File: src/rtl/colour_seq_if.sv
// Controller-side bundle for colour_seq_player: sequence append handshake,
// playback control, status and lamp drive.
interface colour_seq_if #(
  parameter int CODE_W = 2,
  parameter int DEPTH  = 16
);
  localparam int OUT_W = 2 ** CODE_W;
  localparam int LEN_W = $clog2(DEPTH) + 1;

  // Append handshake: a code transfers on a rising edge where wr_valid && wr_ready.
  // wr_ready is combinational and never waits on wr_valid; a write offered
  // while wr_ready is low is dropped rather than held, so the master must re-offer it.
  logic              oe;
  logic              wr_valid;
  logic [CODE_W-1:0] wr_code;
  logic              wr_ready;
  logic              play_start;
  logic              clear;
  logic              busy;
  logic              done;
  logic [LEN_W-1:0]  seq_len;
  logic [OUT_W-1:0]  lamp;
  logic [1:0]        dbg_state;

  modport master (
    output oe, wr_valid, wr_code, play_start, clear,
    input  wr_ready, busy, done, seq_len, lamp, dbg_state
  );

  modport slave (
    input  oe, wr_valid, wr_code, play_start, clear,
    output wr_ready, busy, done, seq_len, lamp, dbg_state
  );
endinterface

File: src/rtl/colour_seq_player.sv
// Stores a sequence of colour codes and plays it back as timed one-hot lamp
// pulses (ON_CYCLES lit, OFF_CYCLES dark per code).
module colour_seq_player #(
  parameter int CODE_W     = 2,
  parameter int DEPTH      = 16,
  parameter int ON_CYCLES  = 1000,
  parameter int OFF_CYCLES = 500
) (
  input  logic        clk,
  input  logic        rst_n,
  colour_seq_if.slave bus
);
  localparam int OUT_W = 2 ** CODE_W;
  localparam int AW    = $clog2(DEPTH);
  localparam int LEN_W = AW + 1;
  localparam int CMAX  = (ON_CYCLES > OFF_CYCLES) ? ON_CYCLES : OFF_CYCLES;
  localparam int TW    = (CMAX > 1) ? $clog2(CMAX) : 1;

  localparam logic [TW-1:0]    ON_LOAD   = TW'(ON_CYCLES - 1);
  localparam logic [TW-1:0]    OFF_LOAD  = TW'(OFF_CYCLES - 1);
  localparam logic [LEN_W-1:0] LEN_FULL  = LEN_W'(DEPTH);
  localparam logic [LEN_W-1:0] LEN_ONE   = LEN_W'(1);

  localparam logic [1:0] ST_IDLE = 2'd0;
  localparam logic [1:0] ST_ON   = 2'd1;
  localparam logic [1:0] ST_OFF  = 2'd2;

  logic [1:0]        state_q, state_d;
  logic [LEN_W-1:0]  seq_len_q, seq_len_d;
  logic [AW-1:0]     idx_q, idx_d;
  logic [TW-1:0]     timer_q, timer_d;
  logic [OUT_W-1:0]  lamp_q, lamp_d;
  logic              done_q, done_d;

  logic [CODE_W-1:0] mem [DEPTH];
  logic              wr_en;
  logic              wr_ready;
  logic [AW-1:0]     idx_next;
  logic              last_code;

  function automatic logic [OUT_W-1:0] onehot(input logic [CODE_W-1:0] code);
    onehot = OUT_W'(1) << code;
  endfunction

  assign wr_ready  = (state_q == ST_IDLE) && (seq_len_q < LEN_FULL)
                     && !bus.play_start && !bus.clear;
  assign idx_next  = idx_q + AW'(1);
  assign last_code = ({1'b0, idx_q} == (seq_len_q - LEN_ONE));

  always_comb begin
    state_d   = state_q;
    seq_len_d = seq_len_q;
    idx_d     = idx_q;
    timer_d   = timer_q;
    lamp_d    = lamp_q;
    done_d    = 1'b0;
    wr_en     = 1'b0;

    // clear outranks everything, including writes and play requests in the same cycle
    if (bus.clear) begin
      state_d   = ST_IDLE;
      seq_len_d = '0;
      idx_d     = '0;
      timer_d   = '0;
      lamp_d    = '0;
    end else begin
      case (state_q)
        ST_IDLE: begin
          if (bus.play_start) begin
            if (seq_len_q == '0) begin
              done_d = 1'b1;
            end else begin
              state_d = ST_ON;
              idx_d   = '0;
              lamp_d  = onehot(mem[0]);
              timer_d = ON_LOAD;
            end
          end else if (bus.wr_valid && wr_ready) begin
            wr_en     = 1'b1;
            seq_len_d = seq_len_q + LEN_ONE;
          end
        end
        ST_ON: begin
          if (timer_q == '0) begin
            state_d = ST_OFF;
            lamp_d  = '0;
            timer_d = OFF_LOAD;
          end else begin
            timer_d = timer_q - TW'(1);
          end
        end
        ST_OFF: begin
          if (timer_q == '0) begin
            if (last_code) begin
              state_d = ST_IDLE;
              done_d  = 1'b1;
            end else begin
              state_d = ST_ON;
              idx_d   = idx_next;
              lamp_d  = onehot(mem[idx_next]);
              timer_d = ON_LOAD;
            end
          end else begin
            timer_d = timer_q - TW'(1);
          end
        end
        default: begin
          state_d = ST_IDLE;
          lamp_d  = '0;
        end
      endcase
    end
  end

  always_ff @(posedge clk or negedge rst_n) begin
    if (!rst_n) begin
      state_q   <= ST_IDLE;
      seq_len_q <= '0;
      idx_q     <= '0;
      timer_q   <= '0;
      lamp_q    <= '0;
      done_q    <= 1'b0;
    end else begin
      state_q   <= state_d;
      seq_len_q <= seq_len_d;
      idx_q     <= idx_d;
      timer_q   <= timer_d;
      lamp_q    <= lamp_d;
      done_q    <= done_d;
    end
  end

  // Sequence storage is deliberately left out of reset; seq_len guards every read.
  always_ff @(posedge clk) begin
    if (wr_en) begin
      mem[seq_len_q[AW-1:0]] <= bus.wr_code;
    end
  end

  assign bus.wr_ready  = wr_ready;
  assign bus.busy      = (state_q != ST_IDLE);
  assign bus.done      = done_q;
  assign bus.seq_len   = seq_len_q;
  assign bus.lamp      = bus.oe ? lamp_q : '0;
  assign bus.dbg_state = state_q;
endmodule

File: src/flat_wrapper.sv
// flat-port wrapper written by rule: the top's interface ports become plain ports
module colour_seq_player_flat 
#(
  parameter int CODE_W     = 2,
  parameter int DEPTH      = 16,
  parameter int ON_CYCLES  = 1000,
  parameter int OFF_CYCLES = 500
)
  (clk, rst_n, bus_oe, bus_wr_valid, bus_wr_code, bus_play_start, bus_clear, bus_wr_ready, bus_busy, bus_done, bus_seq_len, bus_lamp, bus_dbg_state);
  colour_seq_if #(.CODE_W(CODE_W), .DEPTH(DEPTH)) bus_i ();
  input  logic clk;
  input  logic rst_n;
  input wire logic [$bits(bus_i.oe)-1:0] bus_oe;
  input wire logic [$bits(bus_i.wr_valid)-1:0] bus_wr_valid;
  input wire logic [$bits(bus_i.wr_code)-1:0] bus_wr_code;
  input wire logic [$bits(bus_i.play_start)-1:0] bus_play_start;
  input wire logic [$bits(bus_i.clear)-1:0] bus_clear;
  output wire logic [$bits(bus_i.wr_ready)-1:0] bus_wr_ready;
  output wire logic [$bits(bus_i.busy)-1:0] bus_busy;
  output wire logic [$bits(bus_i.done)-1:0] bus_done;
  output wire logic [$bits(bus_i.seq_len)-1:0] bus_seq_len;
  output wire logic [$bits(bus_i.lamp)-1:0] bus_lamp;
  output wire logic [$bits(bus_i.dbg_state)-1:0] bus_dbg_state;
  assign bus_i.oe = bus_oe;
  assign bus_i.wr_valid = bus_wr_valid;
  assign bus_i.wr_code = bus_wr_code;
  assign bus_i.play_start = bus_play_start;
  assign bus_i.clear = bus_clear;
  assign bus_wr_ready = bus_i.wr_ready;
  assign bus_busy = bus_i.busy;
  assign bus_done = bus_i.done;
  assign bus_seq_len = bus_i.seq_len;
  assign bus_lamp = bus_i.lamp;
  assign bus_dbg_state = bus_i.dbg_state;
  colour_seq_player #(.CODE_W(CODE_W), .DEPTH(DEPTH), .ON_CYCLES(ON_CYCLES), .OFF_CYCLES(OFF_CYCLES)) u_core (.clk(clk), .rst_n(rst_n), .bus(bus_i));
endmodule
File: config.mk
export PLATFORM = sky130hd
export DESIGN_NAME = colour_seq_player_flat
export DESIGN_NICKNAME = d
export VERILOG_FILES = /design/src/rtl/colour_seq_if.sv /design/src/rtl/colour_seq_player.sv /design/src/flat_wrapper.sv
export SDC_FILE = /design/constraint.sdc
export NUM_CORES = 1
export LEC_CHECK = 0
export ABC_AREA = 1
export BUFFER_PORTS_ARGS = -buffer_cell sky130_fd_sc_hd__buf_2
export CORE_MARGIN = 3
export CORE_UTILIZATION = 55
export CTS_CLUSTER_SIZE = 8
export DETAILED_ROUTE_END_ITERATION = 10
export GPL_ROUTABILITY_DRIVEN = 1
export PLACE_DENSITY = 0.77
export SLEW_MARGIN = 20
export SYNTH_ARGS = -nofsm -noshare
export SYNTH_HDL_FRONTEND = slang
export SYNTH_SLANG_ARGS = --single-unit
export TNS_END_PERCENT = 100
File: constraint.sdc
create_clock -name clk -period 3.1 [get_ports clk]
set_input_delay 0.31 -clock clk [delete_from_list [all_inputs] [get_ports clk]]
set_output_delay 0.31 -clock clk [all_outputs]
set_load 0.005 [all_outputs]
Yosys cells after proc, flatten, opt, wreduce, memory -nomap -nowiden

Memory sizes are Yosys's and may differ from the RTL's.
Index checks and enable logic that the tools add are counted.

Register bits: 26
Bits in latches: 0
Memory bits (writable): 32
ROM bits: 0
Bits of input ports: 8
Word-level logic and storage cells: 87
Memories: 1

Memory list:

| memory     | words | bits a word | read ports | clocked after Yosys merged registers in | wr ports | RTL line                | text |
|---|---|---|---|---|---|---|---|
| u_core.mem | 16    | 2           | 2          | 0                                       | 1        | colour_seq_player.sv:35 | `logic [CODE_W-1:0] mem [DEPTH];` |

Add/subtract/negate cells: 4
Multiply operators: 0
Div/mod/pow operators: 0
Order comparisons: 1
Equality and inequality tests: 10
Shift operators: 2
Muxes and demuxes: 44
Bitwise gates (word level): 0
Reduce and logical (&&, ||, !) cells: 19

Operators by type and width:

| cell                                                                 | count |
|---|---|
| 10-bit 2-to-1 mux                                                    | 6 |
| 4-bit 2-to-1 mux                                                     | 12 |
| 10-bit one-hot mux with 3 select lines                               | 1 |
| 5-bit 2-to-1 mux                                                     | 4 |
| 1-bit 2-to-1 mux                                                     | 12 |
| 4-bit one-hot mux with 3 select lines                                | 1 |
| 10-bit zero test                                                     | 1 |
| 2-bit 2-to-1 mux                                                     | 5 |
| 5-bit AND reduction                                                  | 2 |
| 10-bit by 1-bit subtractor with 10-bit output, second input constant | 1 |
| 3-bit != test, second input constant                                 | 3 |
| 4-bit one-hot mux with 2 select lines                                | 1 |
| 4-bit AND reduction                                                  | 2 |
| 1-bit by 2-bit left shift with 4-bit output, first input constant    | 2 |
| 3-bit by 2-bit != test with 1-bit output, second input constant      | 2 |
| 2-bit one-hot mux with 3 select lines                                | 1 |
| 2-bit nonzero test                                                   | 3 |
| 5-bit by 1-bit adder with 5-bit output, second input constant        | 1 |
| 4-bit by 5-bit == test with 1-bit output                             | 1 |
| 5-bit zero test                                                      | 1 |
| 5-bit < comparator, second input constant                            | 1 |
| 5-bit by 1-bit subtractor with 5-bit output, second input constant   | 1 |
| 4-bit by 1-bit adder with 4-bit output, second input constant        | 1 |
| 1-bit logical AND                                                    | 4 |
| other kinds (10)                                                     | 11 |

Longest topological paths before layout

Gate-level depths: netlist of the first run.

Word-level depth: 11
Mapped depth: 13
Depth with buffers taken out: 12

Least setup slack after synthesis of the first run

No wires, ideal clock.

Path type: reg2reg
Start point: register u_core.seq_len_q[0], in the netlist u_core.bus.seq_len[0]
End point: register u_core.timer_q[6]
Setup time: 0.117 ns
Data arrival time: 1.810 ns
Data required time: 2.983 ns
Setup slack: 1.173 ns
Cell stages (with the launch flop): 14
Clock period less this slack: 1.927 ns
Cell sequence: dfrtp_1 inv_1 ha_1 inv_1 nand2_1 nand3_1 nand2_1 nor2_2 nand4_4 nand2_4 inv_4 buf_6 nand2_1 o21ai_2

Longest elaborated chain between the ends: 4

Ends and longest elaborated chain:

| what                                        | RTL line                 | text |
|---|---|---|
| start: declaration                          | colour_seq_player.sv:29  | `logic [LEN_W-1:0] seq_len_q, seq_len_d;` |
| start signal: assignment                    | colour_seq_player.sv:125 | `seq_len_q <= seq_len_d;` |
| 5-bit by 1-bit subtractor with 5-bit output | colour_seq_player.sv:48  | `assign last_code = ({1'b0, idx_q} == (seq_len_q - LEN_ONE));` |
| 4-bit by 5-bit == test with 1-bit output    | colour_seq_player.sv:48  |  |
| 4-bit != test (no line)                     | --                       |  |
| 4-bit AND reduction (no line) (*)           | --                       |  |
| end signal: assignment                      | colour_seq_player.sv:127 | `timer_q <= timer_d;` |
| end: declaration                            | colour_seq_player.sv:31  | `logic [TW-1:0] timer_q, timer_d;` |

Mark *: on every way between the ends. The rest lies on a longest branch, timed or not.
A chain may end at the register's enable or synchronous reset.

Worst setup path in the final report of the first run

Start point: register u_core.state_q[0], in the netlist u_core.bus.dbg_state[0]
End point: memory u_core.mem[1][0], enable pin

Longest elaborated chain between the ends: 11

Ends and longest elaborated chain:

| what                                       | RTL line                                         | text |
|---|---|---|
| start: declaration                         | colour_seq_player.sv:28                          | `logic [1:0] state_q, state_d;` |
| start signal: assignment                   | colour_seq_player.sv:124                         | `state_q <= state_d;` |
| 2-bit zero test (*)                        | colour_seq_player.sv:45, colour_seq_player.sv:67 |  |
| 1-bit logical AND                          | colour_seq_player.sv:45                          | `assign wr_ready = (state_q == ST_IDLE) && (seq_len_q < LEN_FULL)` |
| 1-bit logical AND (2 in a row)             | colour_seq_player.sv:46                          | `&& !bus.play_start && !bus.clear;` |
| 1-bit logical AND                          | colour_seq_player.sv:78                          | `end else if (bus.wr_valid && wr_ready) begin` |
| 1-bit 2-to-1 mux                           | colour_seq_player.sv:78                          |  |
| 1-bit 2-to-1 mux                           | colour_seq_player.sv:69                          | `if (bus.play_start) begin` |
| 1-bit 2-to-1 mux (*)                       | colour_seq_player.sv:67                          | `case (state_q)` |
| 1-bit 2-to-1 mux (*)                       | colour_seq_player.sv:60                          | `if (bus.clear) begin` |
| 1-bit 2-to-1 mux (*)                       | colour_seq_player.sv:135                         | `if (wr_en) begin` |
| 1-bit 2-to-1 mux (implied by the code) (*) | colour_seq_player.sv:136                         | `mem[seq_len_q[AW-1:0]] <= bus.wr_code;` |
| end: declaration                           | colour_seq_player.sv:35                          |  |

Marks and branches as above.

==> flow_summary.json, run 1 <==
{
  "h-tree-depth": 3,
  "ant_nets": 0,
  "ioPinCount": 22,
  "synth_xor_area_frac": 0.0213,
  "fin_util": 0.652,
  "synth.avg_cell_area_um2": 8.09,
  "synth_common_cells": "nand2_1 (144), nand3_1 (45), inv_1 (44)",
  "hpwl_um": 5460,
  "vias_per_cell": 5.40,
  "drv_slew": 0,
  "die_width_um": 83.4,
  "cp.arrival_ns": 2.26,
  "fin_worst_skew_ns": 0.00664,
  "cp_common_cell": "inv_1",
  "cts_inserted_buffers": 9,
  "cp.buffers_inverters": 4,
  "status": "finished, final reports clean",
  "power_density_nw_per_um2": 795,
  "post-route-period-util": 0.726,
  "fin_crit_ns": 2.25,
  "cp-end-kind": "flip-flop",
  "cts_tree": "done",
  "synth-simple-area-share": 0.323,
  "grt_usage": 0.225,
  "postSynthCellCount": 407,
  "ir_worst_vdd_uv": 446,
  "finalNetCount": 454,
  "cpPeakStageDelay_ns": 0.43,
  "dp_cells": 495,
  "yosysTopAreaCell": "edfxtp_1",
  "finalSetupTns_ns": 0,
  "fill_cells": 479,
  "crit_chain": "inv_1 > ha_1 > inv_1 > nor3_2 > inv_1 > nor2_1 > nand2_2 > inv_2 > nand2_1 > nor2_1",
  "die_y_um": 83.4,
  "num_rows": 27,
  "start_util": 0.584,
  "yosys-top-cells-area": "edfxtp_1 (29%), dfrtp_1 (20%), nand2_1 (16%), nand3_1 (6.8%), inv_1 (5.0%)",
  "avgRoutedWirePerCell_um": 14.4,
  "finalHoldViolCount": 0,
  "clock.fmax_ghz": 0.444,
  "critPathLaunchType": "flip-flop",
  "ys_types": 32,
  "clk_pin_slew_ns": 0.07,
  "synth_edf_count": 32,
  "clk_latency_ns": 0.33,
  "wl_um": 7360,
  "hold_class": "primary input to flip-flop",
  "yosys_warnings": 0,
  "cap_viol_max_count": 0,
  "synthAdderAreaFrac": 0.0418,
  "tightest_slew_ns": 0.580,
  "synth_compound_area_frac": 0.0543,
  "yosysSeqAreaShare": 0.489,
  "grt_pass1_vias": 2629,
  "cts_setup_buffers": 0,
  "grt_setup_unrepaired": "no",
  "vias": 2764,
  "antenna-diode-count": 0,
  "grt_pass1_wl_um": 12400,
  "critPathSlowestCell": "dfrtp_1",
  "synth_ff_type": "edfxtp_1",
  "gr-total-overflow": 0,
  "cts_root_buf": "clkbuf_8",
  "pre_cts_slack_ns": 0.899,
  "synth_nets": 426,
  "synthMuxAreaShare": 0,
  "port_buffers": 21,
  "worstPathRequired_ns": 3.11,
  "cts_buffer_depth": 2,
  "grt_max_degree": 27,
  "stdcell_area_um2": 3680,
  "leakagePower_nw": 1.78,
  "areaGrowthSynthToFinish_pct": 11.6,
  "layout_setup_ws_ns": 0.849,
  "core_area_um2": 5640,
  "synth_most_common_cell": "nand2_1",
  "firstDrtPassIters": 5,
  "gp_congestion": 0.961,
  "synth_top_family_by_area": "simple AND/OR/NAND/NOR gates",
  "drive_gt1_frac": 0.143,
  "crit_type": "flip-flop to flip-flop",
  "clock_sinks": 58,
  "synthesis.area_um2": 3290,
  "dpl-instance-area_um2": 3460,
  "fin_cells": 512,
  "setup_viol": 0,
  "critical-path-top-delay-family": "simple AND/OR/NAND/NOR gates",
  "ys_async_sr_fraction": 0.448,
  "synth_top_cell_area_share": 0.292,
  "dieArea_um2": 6950,
  "relSlewSlack": 0.613,
  "antenna_found_initial": 0,
  "path_max_fanout": 7,
  "synth_seq_cells": 58,
  "drc": 0,
  "drt_iter0_drc": 228
}
repair_timing:
action	CTS	global route
resized for setup	0	0
endpoints found under the hold margin	25	0
hold buffers	1	0
stage by stage:
| step | hold slack (ns) | total power [mW] |
|---|---|---|
| 2_1_floorplan | 0.0144 | 1.91 |
| 3_3_place_gp | 0.340 | 2.14 |
| 4_1_cts | 0.258 | 2.92 |
| 5_1_grt | 0.269 | 3.13 |
| 3_5_place_dp | 0.355 | 2.17 |
| 6_report | 0.280 | 2.92 |
sequential cells by signal, indices dropped and copies added, names as in the netlist:
| register | flops |
|---|---|
| u_core.bus.seq_len | 5 |
| u_core.mem | 32 |
| u_core.bus.done | 1 |
| u_core.timer_q | 10 |
| u_core.idx_q | 4 |
| u_core.lamp_q | 4 |
| u_core.bus.dbg_state | 2 |
path summary, 6_finish.rpt:
path / startpoint / endpoint / slack, ns / cells after the start
hold reg to reg: u_core.lamp_q[1] / u_core.lamp_q[1] / 0.48 / 2
hold / removal: bus_play_start / u_core.bus.done / 0.28 / 3
setup / recovery: u_core.bus.dbg_state[0] / u_core.mem[1][0] / 0.85 / 10
max in group asynchronous: rst_n / u_core.bus.seq_len[0] / 2.19 / 2
min in group asynchronous: rst_n / u_core.timer_q[7] / 0.51 / 2
setup reg to reg: u_core.bus.dbg_state[0] / u_core.mem[1][0] / 0.85 / 10
kinds of logic after synthesis:
family,Yosys count
adder cells (fa/ha/maj),11
flip-flops,58
AO/OA/AOI/OAI,31
XOR/XNOR,8
AND/OR/NAND/NOR,241
buffers and inverters,58
where the power goes:
part / total, mW / internal, mW / switching [mW]
clock: 0.753 / 0.453 / 0.300
sequential: 1.01 / 0.915 / 0.0921
combinational: 1.16 / 0.385 / 0.778
total: 2.92 / 1.75 / 1.17
layout make-up:
type	instances	area, um2	area share
repair buffers	23	123	0.0333
clock inverters	3	65.1	0.0177
multi-input cells	291	1450	0.394
well taps	72	90.1	0.0245
inverters	52	199	0.0541
clock buffers	13	139	0.0378
flip-flops and latches	58	1610	0.438
worst reg2reg max path, stage by stage (launching register included):
cell and delay (ns):
dfrtp_1 0.43, inv_1 0.12, ha_1 0.15, inv_1 0.09, nor3_2 0.23, inv_1 0.08
nor2_1 0.16, nand2_2 0.14, inv_2 0.13, nand2_1 0.12, nor2_1 0.26
routing by layer:
| layer | share of wire | vias to the layer above | track usage |
|---|---|---|---|
| met4 | 0.013 | 0 | 0.0773 |
| met2 | 0.47 | 81 | 0.353 |
| met1 | 0.47 | 1306 | 0.316 |
| met3 | 0.047 | 11 | 0.0397 |
| li1 | - | 1366 | - |
| met5 | 0 | - | 0 |
cell usage in the layout, fill, tap and decap left out:
cell type | synthesis | routed
clkbuf_8 | 0 | 9
a21oi_1 | 4 | 4
inv_2 | 6 | 6
nand2_4 | 1 | 1
o21ai_0 | 16 | 16
nor3_1 | 6 | 6
nand3_4 | 1 | 1
nor2_1 | 29 | 29
o21ai_2 | 5 | 5
dfrtp_1 | 26 | 26
inv_4 | 1 | 1
nand2_2 | 3 | 3
o211ai_1 | 1 | 1
nand2_1 | 144 | 144
xnor2_1 | 3 | 3
nor2_4 | 2 | 2
buf_4 | 0 | 1
nand3_1 | 45 | 45
dlygate4sd3_1 | 0 | 1
edfxtp_1 | 32 | 32
bufinv_16 | 0 | 2
nor2_2 | 5 | 5
nand4_4 | 1 | 1
inv_1 | 44 | 44
nor3_2 | 2 | 2
clkbuf_1 | 1 | 4
nand3_2 | 1 | 1
xor2_1 | 5 | 5
o21ai_1 | 3 | 3
ha_1 | 11 | 11
o22ai_1 | 2 | 2
clkinv_2 | 1 | 2
nand4_1 | 1 | 1
buf_2 | 3 | 21
Note: power is estimated with default switching activity, not from simulation.
==> inputs of run 2 (changes only) <==
==> constraint.sdc (replaced) <==
create_clock -name clk -period 2.35 [get_ports clk]
set_input_delay 0.235 -clock clk [delete_from_list [all_inputs] [get_ports clk]]
set_output_delay 0.235 -clock clk [all_outputs]
set_load 0.005 [all_outputs]
==> run 2 against run 1 <==
Compared with the run above:
- clock-buffer cell count is 4 lower
- highest routed layer unchanged
- worst hold slack worse by 0.11 ns
- sequential power is 30% higher
- setup slack worse by 0.64 ns
- sequential cell count stayed put
- critical endpoint is now u_core.mem[10][1]
- largest cell class unchanged
- sequential share of layout area is 0.30 points lower
- power is 34% higher
- die area stayed put
==> flow_summary.json, run 2 (synthesis gave the netlist of run 1 again) <==
{
  "r2r_setup_slack_ns": 0.21,
  "worstPathRequired_ns": 2.39,
  "finalHoldViolCount": 0,
  "grt_max_degree": 27,
  "avgRoutedWirePerCell_um": 14.5,
  "cts_setup_buffers": 0,
  "cts_tree": "done",
  "ant_nets": 0,
  "crit_start": "u_core.bus.dbg_state[1]",
  "status": "finished, final reports clean",
  "hpwl_um": 5310,
  "power_density_nw_per_um2": 1060,
  "core_area_um2": 5640,
  "grt_pass1_wl_um": 12800,
  "cts_buffer_depth": 2,
  "vias_per_cell": 5.41,
  "hold_class": "primary input to flip-flop",
  "cts_root_buf": "clkbuf_8",
  "most-common-layout-cells": "nand2_1 (144), inv_1 (44), nand3_1 (44)",
  "r2r-end": "u_core.mem[10][1]",
  "num_rows": 27,
  "setup_viol": 0,
  "clock.fmax_ghz": 0.468,
  "grt_pass1_vias": 2681,
  "port_buffers": 21,
  "power_mw": 3.92,
  "dp_cells": 496,
  "met2WireLength_um": 3520,
  "drt_iter0_drc": 252,
  "tightest_slew_ns": 0.620,
  "worstSetupEndpoint": "u_core.mem[10][1]",
  "cp-end-kind": "flip-flop",
  "relSlewSlack": 0.586,
  "vias": 2775,
  "dpl-instance-area_um2": 3470,
  "cap_viol_max_count": 0,
  "areaGrowthSynthToFinish_pct": 12.4,
  "antenna-diode-count": 0,
  "fin_crit_ns": 2.14,
  "largest_reg_flops": 32,
  "clk_pin_slew_ns": 0.07,
  "met1_length_um": 3260,
  "dieArea_um2": 6950,
  "clock_sinks": 58,
  "finalNetCount": 455,
  "cts_inserted_buffers": 9,
  "drv_slew": 0,
  "firstDrtPassIters": 5,
  "critPathLaunchType": "flip-flop",
  "antenna_found_initial": 0,
  "crit_type": "flip-flop to flip-flop",
  "whs_ns": 0.175,
  "reg2reg_from": "u_core.bus.dbg_state[1]",
  "h-tree-depth": 3,
  "ir_worst_vdd_uv": 547,
  "path_max_fanout": 7,
  "rr_worst_depth": 10,
  "grt_usage": 0.233,
  "stdcell_area_um2": 3700,
  "ioPinCount": 22,
  "grt_setup_unrepaired": "no",
  "top_layer_used": "met4",
  "wl_met3_um": 529,
  "start_util": 0.584,
  "wl_um": 7430,
  "final_common_cell": "nand2_1",
  "gr-total-overflow": 0,
  "cp.arrival_ns": 2.18,
  "finalSetupTns_ns": 0,
  "drive_gt1_frac": 0.154,
  "die_y_um": 83.4,
  "gp_congestion": 0.955,
  "drc": 0,
  "die_width_um": 83.4,
  "leakagePower_nw": 1.79,
  "clk_latency_ns": 0.35,
  "fin_worst_skew_ns": 0.00987,
  "fin_cells": 513,
  "post-route-period-util": 0.910
}
-- run 2: routing by layer --
metal  global-route usage  vias to the layer above
met4               0.0684                        0
met1                0.309                     1293
met5                    0                        -
met3               0.0585                       15
li1                     -                     1366
met2                0.378                      101
-- run 2: layout make-up --
class | count | area, um2
Inverter | 52 | 199
Clock buffer | 9 | 124
Multi-Input combinational cell | 291 | 1460
Tap cell | 72 | 90.1
Timing Repair Buffer | 24 | 130
Fill cell | 458 | 1940
Clock inverter | 7 | 92.6
Sequential cell | 58 | 1610
-- run 2: stage by stage --
| stage | setup WS [ns] | util |
|---|---|---|
| finish | 0.212 | 0.656 |
| global route | 0.0204 | 0.656 |
| CTS | 0.235 | 0.655 |
| detailed placement | 0.243 | 0.615 |
| global placement | 0.350 | 0.615 |
| floorplan | 0.423 | - |
-- run 2: worst max-delay path, stage by stage (launching register included) --
cell     delay [ns]
dfrtp_1        0.41
inv_1          0.14
ha_1           0.16
inv_1          0.09
nor3_2         0.20
inv_1          0.07
nor2_1         0.17
nand2_2        0.13
inv_2          0.12
nand2_1        0.14
nor2_1         0.20
-- run 2: worst min path at each step --
stage                                    endpoint  cells after the start      startpoint
after floorplan           u_core.bus.dbg_state[0]                      0           rst_n
after CTS                         u_core.bus.done                      3  bus_play_start
after detailed placement        u_core.timer_q[5]                      1           rst_n
final                             u_core.bus.done                      3  bus_play_start
after global placement          u_core.timer_q[5]                      1           rst_n
after global routing              u_core.bus.done                      3  bus_play_start
-- run 2: power breakdown --
group | internal [mW] | leakage, nW | switching [mW] | total (mW)
clock network | 0.594 | 0.103 | 0.427 | 1.02
registers | 1.21 | 0.635 | 0.105 | 1.31
logic | 0.512 | 1.05 | 1.07 | 1.58
total | 2.31 | 1.79 | 1.60 | 3.92
-- run 2: repair_timing --
action	CTS	global route
hold buffers	1	0
setup endpoints to repair	0	2
hold endpoints to repair	26	0
resized for setup	0	1
==> inputs of run 3 (changes only) <==
--- a/config.mk
+++ b/config.mk
@@ -8,11 +8,11 @@
 export ABC_AREA = 1
 export BUFFER_PORTS_ARGS = -buffer_cell sky130_fd_sc_hd__buf_2
 export CORE_MARGIN = 3
-export CORE_UTILIZATION = 55
+export CORE_UTILIZATION = 40
 export CTS_CLUSTER_SIZE = 8
 export DETAILED_ROUTE_END_ITERATION = 10
 export GPL_ROUTABILITY_DRIVEN = 1
-export PLACE_DENSITY = 0.77
+export PLACE_DENSITY = 0.61
 export SLEW_MARGIN = 20
 export SYNTH_ARGS = -nofsm -noshare
 export SYNTH_HDL_FRONTEND = slang
==> run 3 against run 2 <==
Compared with the run above:
- clock skew increased by 0.00078 ns
- setup slack worse by 0.016 ns
- routed wire length increased by 1.8%
- die area grew 35%
- non-clock buffer count is 3 higher
- combinational power about the same
- critical path type unchanged
- largest power group unchanged
==> flow_summary.json, run 3 (synthesis gave the netlist of run 1 again) <==
{
  "cp.arrival_ns": 2.19,
  "die_y_um": 96.8,
  "crit_type": "flip-flop to flip-flop",
  "vias_per_cell": 5.02,
  "drive_gt1_frac": 0.164,
  "dp_cells": 529,
  "clock.fmax_ghz": 0.464,
  "leakagePower_nw": 1.83,
  "areaGrowthSynthToFinish_pct": 15.5,
  "finalHoldViolCount": 0,
  "critPathSlowestCell": "dfrtp_1",
  "cts_root_buf": "clkbuf_8",
  "cap_viol_max_count": 0,
  "dpl-instance-area_um2": 3530,
  "power_density_nw_per_um2": 1060,
  "vias": 2743,
  "seqCellArea_um2": 1610,
  "ir_worst_vdd_uv": 394,
  "avgRoutedWirePerCell_um": 13.8,
  "dieArea_um2": 9360,
  "r2r-end": "u_core.mem[9][0]",
  "reg2reg_from": "u_core.bus.dbg_state[1]",
  "cts_inserted_buffers": 9,
  "pre_cts_slack_ns": 0.148,
  "start_util": 0.420,
  "drc": 0,
  "clk_latency_ns": 0.34,
  "grt_pass1_wl_um": 12800,
  "critical-path-top-delay-family": "simple AND/OR/NAND/NOR gates",
  "clk_pin_slew_ns": 0.07,
  "final_common_cell": "nand2_1",
  "min_to": "u_core.bus.done",
  "path_max_fanout": 7,
  "firstDrtPassIters": 4,
  "cts_setup_buffers": 0,
  "hold_class": "primary input to flip-flop",
  "cp.buffers_inverters": 4,
  "grt_max_degree": 27,
  "core_area_um2": 7850,
  "finalNetCount": 458,
  "worstPathRequired_ns": 2.38,
  "critPathLaunchType": "flip-flop",
  "die_width_um": 96.8,
  "port_buffers": 21,
  "h-tree-depth": 3,
  "fin_cells": 546,
  "gr-total-overflow": 0,
  "ioPinCount": 22,
  "rr_worst_depth": 10,
  "grt_usage": 0.170,
  "grt_setup_unrepaired": "yes",
  "cpPeakStageDelay_ns": 0.41,
  "drv_slew": 0,
  "cts_tree": "done",
  "antenna_found_initial": 0,
  "fill_cells": 784,
  "finalSetupTns_ns": 0,
  "whs_ns": 0.170,
  "hpwl_um": 5610,
  "gp_congestion": 0.850,
  "ant_nets": 0,
  "antenna-diode-count": 0,
  "cts_buffer_depth": 2,
  "relSlewSlack": 0.593,
  "whs_path_depth": 3,
  "wl_um": 7560,
  "cp-end-kind": "flip-flop",
  "status": "finished, final reports clean",
  "fin_crit_ns": 2.15,
  "post-route-period-util": 0.917,
  "setup_viol": 0,
  "layout_setup_ws_ns": 0.196,
  "num_rows": 32,
  "clock_sinks": 58,
  "drt_iter0_drc": 147,
  "holdCritStartpoint": "bus_play_start",
  "fin_worst_skew_ns": 0.0107,
  "cp_common_cell": "inv_1",
  "multi_input_area_um2": 1460,
  "grt_pass1_vias": 2692,
  "largest_reg_flops": 32,
  "most-common-layout-cells": "nand2_1 (144), inv_1 (44), nand3_1 (44)",
  "tightest_slew_ns": 0.610,
  "r2r_setup_slack_ns": 0.20,
  "crit_chain": "inv_1 > ha_1 > inv_1 > nor3_4 > inv_1 > nor2_1 > nand2_2 > inv_2 > nand2_1 > nor2_1",
  "stdcell_area_um2": 3800
}
## run 3: final cells by class
cell class | count | area share
flip-flops and latches | 58 | 0.424
clock inverters | 7 | 0.0329
inverters | 52 | 0.0523
clock buffers | 9 | 0.0326
multi-input cells | 291 | 0.385
repair buffers | 27 | 0.0401
well taps | 102 | 0.0336
## run 3: metrics by stage
| step | utilization | total power [mW] |
|---|---|---|
| 2_1_floorplan | - | 2.52 |
| 6_report | 0.485 | 4.04 |
| 4_1_cts | 0.483 | 4.06 |
| 3_3_place_gp | 0.450 | 2.87 |
| 3_5_place_dp | 0.450 | 2.90 |
| 5_1_grt | 0.485 | 4.36 |
## run 3: power by group
part / internal, mW / total, mW / switching, mW
Clock: 0.715 / 1.15 / 0.433
Sequential: 1.21 / 1.31 / 0.106
Combinational: 0.535 / 1.58 / 1.05
Total: 2.46 / 4.04 / 1.59
## run 3: worst max-delay path by stage
| stage | end | slack [ns] | start | depth (start not counted) |
|---|---|---|---|---|
| floorplan | u_core.timer_q[6] | 0.42 | u_core.bus.seq_len[0] | 13 |
| global placement | u_core.mem[1][1] | 0.20 | u_core.bus.dbg_state[0] | 10 |
| detailed placement | u_core.mem[1][0] | 0.15 | u_core.bus.dbg_state[1] | 10 |
| CTS | u_core.mem[1][0] | 0.13 | u_core.bus.dbg_state[0] | 10 |
| global route | u_core.mem[9][0] | -0.04 | u_core.bus.dbg_state[1] | 10 |
| finish | u_core.mem[9][0] | 0.20 | u_core.bus.dbg_state[1] | 10 |
## run 3: per-layer routing
metal | global-route usage | share of wire | up-vias
li1 | - | - | 1376
met2 | 0.280 | 0.49 | 64
met1 | 0.214 | 0.45 | 1288
met4 | 0.0810 | 0.019 | 0
met5 | 0 | 0 | -
met3 | 0.0339 | 0.037 | 15
## run 3: worst register-to-register path, stage by stage (launching register included)
cell and delay, ns:
dfrtp_1 0.41, inv_1 0.13, ha_1 0.17, inv_1 0.10, nor3_4 0.19, inv_1 0.10
nor2_1 0.15, nand2_2 0.14, inv_2 0.12, nand2_1 0.14, nor2_1 0.20
## run 3: what timing repair did
item | CTS | global route
hold buffers | 1 | 0
endpoints found under the hold margin | 26 | 0
resized for setup | 0 | 3
endpoints found under the setup margin | 0 | 27
